`src/rtl/fpcvt_pkg.sv`:
```
// fpcvt_pkg: shared constants, FSM state type, result struct and the
// leading-zero helper for the fpcvt_scheduler block.
//   IN_W/EXP_W/SIG_W : sample, exponent and significand widths
//   LZ_CAP           : maximum normalisation shift
//   EXP_MAX/SIG_MAX  : saturation values
//   state_e          : IDLE, SCAN, ROUND, DONE
//   fp8_t            : {sign, exp, sig} packed result
//   lz_count()       : priority-encoded leading-zero count, capped at LZ_CAP
package fpcvt_pkg;

    localparam int IN_W    = 12;
    localparam int EXP_W   = 3;
    localparam int SIG_W   = 4;
    localparam int LZ_CAP  = 8;
    localparam int EXP_MAX = 7;
    localparam int SIG_MAX = 15;

    typedef enum logic [1:0] {
        IDLE  = 2'd0,
        SCAN  = 2'd1,
        ROUND = 2'd2,
        DONE  = 2'd3
    } state_e;

    typedef struct packed {
        logic             sign;
        logic [EXP_W-1:0] exp;
        logic [SIG_W-1:0] sig;
    } fp8_t;

    // Scan from the LSB side of the window toward the MSB so the highest
    // set bit (smallest count) is the last to overwrite n.
    function automatic logic [3:0] lz_count(input logic [IN_W-1:0] v);
        logic [3:0] n;
        n = 4'(LZ_CAP);
        for (int i = LZ_CAP - 1; i >= 0; i--) begin
            if (v[IN_W-1-i]) n = 4'(i);
        end
        return n;
    endfunction

endpackage

```
`src/rtl/fpcvt_round.sv`:
```
// fpcvt_round: combinational packing of a normalised magnitude into
// {exp, sig} with round-to-nearest (ties up), carry renormalisation and
// saturation.
//   top_i : sh[11:7] of the normalised shift register (4 sig bits + round bit)
//   lz_i  : shift count applied, 0..8
//   exp_o : exponent E
//   sig_o : significand F (value = F * 2^E)
module fpcvt_round
    import fpcvt_pkg::*;
(
    input  logic [4:0]       top_i,
    input  logic [3:0]       lz_i,
    output logic [EXP_W-1:0] exp_o,
    output logic [SIG_W-1:0] sig_o
);

    logic [3:0] e;
    logic [4:0] f;
    logic       fifth;
    logic       denorm;

    // lz at the cap means the value is already an exact integer 0..15.
    assign denorm = (lz_i >= 4'(LZ_CAP));

    always_comb begin
        e     = denorm ? 4'd0 : 4'(LZ_CAP) - lz_i;
        fifth = denorm ? 1'b0 : top_i[0];
        f     = {1'b0, top_i[4:1]} + {4'd0, fifth};
        // Rounding overflow: 16 * 2^E == 8 * 2^(E+1).
        if (f[4]) begin
            f = 5'd8;
            e = e + 4'd1;
        end
        // lz=0 means the magnitude is 2048, which is beyond range.
        if (lz_i == 4'd0 || e > 4'(EXP_MAX)) begin
            exp_o = EXP_W'(EXP_MAX);
            sig_o = SIG_W'(SIG_MAX);
        end else begin
            exp_o = e[EXP_W-1:0];
            sig_o = f[SIG_W-1:0];
        end
    end

endmodule

```
`src/rtl/fpcvt_scheduler.sv`:
```
// fpcvt_scheduler: round-robin shares one 12-bit linear to 8-bit float
// converter between N_REQ requesters. Single entry: one sample is in flight
// from accept until the result is taken on the out valid/ready port.
//   clk, rst               : clock, async active-high reset
//   req_valid/req_data     : per-requester sample offer (12 bits each)
//   req_ready              : one-hot accept, only in IDLE
//   out_valid/out_ready    : result handshake
//   out_id/sign/exp/sig    : result owner and fields
//   busy                   : any state but IDLE
// Build option: define FPCVT_FAST_NORM_EN to normalise in a single SCAN
// cycle with a priority encoder instead of shifting one bit per cycle.
module fpcvt_scheduler
    import fpcvt_pkg::*;
#(
    parameter  int N_REQ = 4,
    localparam int ID_W  = $clog2(N_REQ)
) (
    input  logic                  clk,
    input  logic                  rst,
    input  logic [N_REQ-1:0]      req_valid,
    input  logic [IN_W*N_REQ-1:0] req_data,
    output logic [N_REQ-1:0]      req_ready,
    output logic                  out_valid,
    input  logic                  out_ready,
    output logic [ID_W-1:0]       out_id,
    output logic                  out_sign,
    output logic [EXP_W-1:0]      out_exp,
    output logic [SIG_W-1:0]      out_sig,
    output logic                  busy
);

    state_e            state_q, state_d;
    logic [ID_W-1:0]   ptr_q, ptr_d;
    logic [ID_W-1:0]   id_q, id_d;
    logic              sign_q, sign_d;
    logic [IN_W-1:0]   sh_q, sh_d;
    logic [3:0]        lz_q, lz_d;
    fp8_t              res_q, res_d;
    logic              vld_q, vld_d;

    logic [N_REQ-1:0]  grant;
    logic [ID_W-1:0]   win;
    logic              found;
    logic [ID_W:0]     cand;
    logic [IN_W-1:0]   samp;
    logic [IN_W-1:0]   mag;
    logic [EXP_W-1:0]  rnd_exp;
    logic [SIG_W-1:0]  rnd_sig;

    // Round-robin search starting at ptr_q, wrapping modulo N_REQ.
    always_comb begin
        grant = '0;
        win   = '0;
        found = 1'b0;
        cand  = '0;
        for (int k = 0; k < N_REQ; k++) begin
            cand = {1'b0, ptr_q} + (ID_W+1)'(k);
            if (cand >= (ID_W+1)'(N_REQ)) cand = cand - (ID_W+1)'(N_REQ);
            if (!found && req_valid[cand[ID_W-1:0]]) begin
                found                   = 1'b1;
                win                     = cand[ID_W-1:0];
                grant[cand[ID_W-1:0]]   = 1'b1;
            end
        end
    end

    assign samp = req_data[IN_W*win +: IN_W];
    // 12'h800 negates to itself, which reads correctly as unsigned 2048.
    assign mag  = samp[IN_W-1] ? (~samp + 1'b1) : samp;

    fpcvt_round u_round (
        .top_i (sh_q[IN_W-1 -: 5]),
        .lz_i  (lz_q),
        .exp_o (rnd_exp),
        .sig_o (rnd_sig)
    );

    always_comb begin
        state_d = state_q;
        ptr_d   = ptr_q;
        id_d    = id_q;
        sign_d  = sign_q;
        sh_d    = sh_q;
        lz_d    = lz_q;
        res_d   = res_q;
        vld_d   = vld_q;
        case (state_q)
            IDLE: begin
                if (found) begin
                    id_d    = win;
                    sign_d  = samp[IN_W-1];
                    sh_d    = mag;
                    lz_d    = 4'd0;
                    state_d = SCAN;
                end
            end
            SCAN: begin
`ifdef FPCVT_FAST_NORM_EN
                lz_d    = lz_count(sh_q);
                sh_d    = sh_q << lz_count(sh_q);
                state_d = ROUND;
`else
                if (sh_q[IN_W-1] || lz_q == 4'(LZ_CAP)) begin
                    state_d = ROUND;
                end else begin
                    sh_d = sh_q << 1;
                    lz_d = lz_q + 4'd1;
                end
`endif
            end
            ROUND: begin
                res_d.sign = sign_q;
                res_d.exp  = rnd_exp;
                res_d.sig  = rnd_sig;
                vld_d      = 1'b1;
                state_d    = DONE;
            end
            DONE: begin
                if (out_ready) begin
                    vld_d   = 1'b0;
                    ptr_d   = (id_q == ID_W'(N_REQ - 1)) ? '0 : id_q + 1'b1;
                    state_d = IDLE;
                end
            end
            default: state_d = IDLE;
        endcase
    end

    always_ff @(posedge clk or posedge rst) begin
        if (rst) begin
            state_q <= IDLE;
            ptr_q   <= '0;
            id_q    <= '0;
            sign_q  <= 1'b0;
            sh_q    <= '0;
            lz_q    <= '0;
            res_q   <= '0;
            vld_q   <= 1'b0;
        end else begin
            state_q <= state_d;
            ptr_q   <= ptr_d;
            id_q    <= id_d;
            sign_q  <= sign_d;
            sh_q    <= sh_d;
            lz_q    <= lz_d;
            res_q   <= res_d;
            vld_q   <= vld_d;
        end
    end

    // Gated by rst so every output reads 0 while reset is held.
    assign req_ready = (state_q == IDLE && !rst) ? grant : '0;
    assign out_valid = vld_q;
    assign out_id    = id_q;
    assign out_sign  = res_q.sign;
    assign out_exp   = res_q.exp;
    assign out_sig   = res_q.sig;
    assign busy      = (state_q != IDLE);

endmodule

```
`config.mk`:
```
export PLATFORM = sky130hd
export DESIGN_NAME = fpcvt_scheduler
export DESIGN_NICKNAME = d
export VERILOG_FILES = /design/src/rtl/fpcvt_pkg.sv /design/src/rtl/fpcvt_round.sv /design/src/rtl/fpcvt_scheduler.sv
export SDC_FILE = /design/constraint.sdc
export NUM_CORES = 1
export LEC_CHECK = 0
export CAP_MARGIN = 40
export CORE_MARGIN = 4
export CORE_UTILIZATION = 50
export DETAILED_ROUTE_END_ITERATION = 8
export PLACE_DENSITY = 0.8
export SLEW_MARGIN = 20
export SYNTH_ARGS = -nofsm -noshare
export SYNTH_HDL_FRONTEND = slang
export SYNTH_HIERARCHICAL = 1
export SYNTH_SLANG_ARGS = --single-unit
```
`constraint.sdc`:
```
create_clock -name clk -period 5.2 [get_ports clk]
set_input_delay 1.04 -clock clk [delete_from_list [all_inputs] [get_ports clk]]
set_output_delay 1.04 -clock clk [all_outputs]
set_load 0.01 [all_outputs]
```
==> results.ini <==
[route]
routed_wl_um = 7750
top_layer = met4
route.met2.wl_um = 3790
vias = 2955
met3WireLength_um = 399
drt_iter0_drc = 111
drt.antenna.violating_nets = 0
dr.pass1.iters = 4
wl_met1_um = 3380
drc = 0
wl_per_cell_um = 15.4
vias_per_cell = 5.86

[worst_setup_path]
cp-startpoint = ptr_q[0]
cp.arrival_ns = 3.50
crit_path_cell_trace = inv_1 -> ha_1 -> or3b_1 -> a2111o_1 -> nand3_2 -> a221oi_1 -> nor2_1 -> clkdlybuf4s50_1
crit_path_top_delay_cell = dfrtp_1
critPathLaunchType = flip-flop
critPathBufInv = 2
worstPathMaxFanout = 18
crit_type = reg -> out
crit_path_max_incr_delay_ns = 0.78
required_ns = 4.16
reg2reg_from = ptr_q[0]
crit_path_end_kind = output port
critPathTopFamily = buffers and inverters

[clock_tree]
clock_latency_ns = 0.29
postCtsSetupBuffers = 0
htreeDepth = 2
postCtsResizedCells = 0
cts_sinks = 32
root_buffer = clkbuf_8
hold_buffers = 0
clkTransAtPathRegs_ns = 0.07
cts_buffer_depth = 2
cts_buffers = 5
cts_tree = done

[place]
hpwl_um = 5990
io_buffers = 70
place.gp.congestion = 1.01
dp_slack_ns = 0.756
post_dp_cell_area_um2 = 3830

[synthesis]
synth_top_area_frac = 0.256
syn_inst = 371
synth.cell_area_um2 = 3130
ys_warn_count = 6
ys_seq_area_frac = 0.256
syn_nets = 446
avgSynthCellArea_um2 = 8.43
yosys_most_used_dff = dfrtp_1
synth_top_area_cell = dfrtp_1
async_flop_share = 1.00
synth_cell_types = 67
synth_seq_cells = 32
synth_top_cells_by_area = dfrtp_1 (26%), o211ai_1 (9.4%), ha_1 (8.0%)
synth_edf_count = 0

[global_routing]
grt_pass1_vias = 2814
grt_overflow = 0
grt_max_degree = 34
grt_pass1_wl_um = 13000
grt_util_all_layers = 0.214
antenna_found_initial = 0

[die]
core_area_um2 = 5990
die_w_um = 87.1
ios = 71
die_y_um = 87.1
rows = 28
dieArea_um2 = 7580
initial_utilization = 0.522

[final_layout]
layout.nets = 503
fillers = 505
final_common_cell = clkdlybuf4s50_1
synthToLayoutAreaGrowth_pct = 26.5
final_cell_mix = clkdlybuf4s50_1 (70), nand2_1 (43), o211ai_1 (39), inv_1 (37), dfrtp_1 (32)
diodes = 0
layout-drive-gt1-share = 0.103
design_area_um2 = 3960

[power_and_ir_drop]
leakage_uw = 0.00166
p_per_area_nw_per_um2 = 675
vdd_drop_max_v = 0.000378

[sta]
slew_violations = 0
relSlewSlack = 0.501
setup_slack_ns = 0.658
tightest_slew_ns = 0.749
skew_ns = 0.00997
final-hold-violation-count = 0
min_period_ns = 4.54
finalSetupTns_ns = 0
rsz0062_at_grt = false
max_freq_ghz = 0.220
setup_viol = 0
fin_crit_sh = 0.873

[min_path]
min_from = sh_q[6]
hp-class = reg -> reg

[job]
drv_cap = 0

[run_status]
outcome = completed

==> layer usage <==
metal | track usage | vias up
met3 | 0.0416 | 16
met2 | 0.366 | 94
met5 | 0 | -
li1 | - | 1466
met4 | 0.0751 | 0
met1 | 0.268 | 1379
==> stage by stage <==
| stage | std cells | util | total power (uW) | hold slack, ns |
|---|---|---|---|---|
| floorplan | 371 | - | 1960 | 0.444 |
| global placement | 496 | 0.639 | 2310 | 0.471 |
| detailed placement | 496 | 0.639 | 2390 | 0.476 |
| CTS | 504 | 0.660 | 2660 | 0.490 |
| global route | 504 | 0.660 | 2920 | 0.519 |
| finish | 504 | 0.660 | 2670 | 0.489 |
==> power breakdown <==
| group | internal, uW | switching [uW] | leakage, uW |
|---|---|---|---|
| combinational | 835 | 1080 | 0.00122 |
| sequential | 368 | 123 | 0.000373 |
| clock | 169 | 94.2 | 0.0000645 |
==> tightest hold or removal path, cell delays in order (launching register included) <==
cell	delay (ns)
dfrtp_1	0.34
nand2_1	0.05
o21ai_1	0.06
==> cell families (layout without fill, tap and decap cells) <==
logic type	count (synthesis)	after routing	synth area share
AOI/OAI and AO/OA	119	119	0.288
and+or+nand+nor	102	102	0.160
buffers and inverters	63	121	0.0872
DFF	32	32	0.256
muxes	28	28	0.106
adders and majority gates	20	20	0.0800
xor gates and xnor gates	7	7	0.0220
==> final timing paths <==
kind,depth (start not counted),slack (ns),to
max reg2reg,14,0.85,sh_q[8]
min,2,0.49,sh_q[6]
min in group asynchronous,3,1.14,out_valid
max in group asynchronous,3,3.76,sh_q[0]
max,8,0.66,req_ready[0]
min reg2reg,2,0.49,sh_q[6]
==> synthesized netlist by cell type (6+ instances only) <==
library cell  count
nand3_1           9
nand2_1          43
ha_1             20
nor2_1           22
dfrtp_1          32
inv_1            37
a21oi_1           6
o21ai_0          19
mux2i_1          13
o211ai_1         39
clkbuf_1         10
mux2_2           11
buf_2             8
o21ai_1           8
==> cell type report <==
class | instances | area (um2) | share of cell area
timing repair buffer | 75 | 738 | 0.187
multi-input combinational | 276 | 2050 | 0.519
sequential | 32 | 801 | 0.202
clock inverter | 1 | 30.0 | 0.00759
inverter | 38 | 143 | 0.0361
clock buffer | 7 | 96.3 | 0.0244
tap | 75 | 93.8 | 0.0237
==> state kept, by name (all words and copies together), names as in the netlist <==
name / cells
sh_q: 12
out_id: 2
out_sign: 1
lz_q: 4
sign_q: 1
state_q: 2
out_valid: 1
out_exp: 3
ptr_q: 2
out_sig: 4
Power figures use the tool's default switching activity.
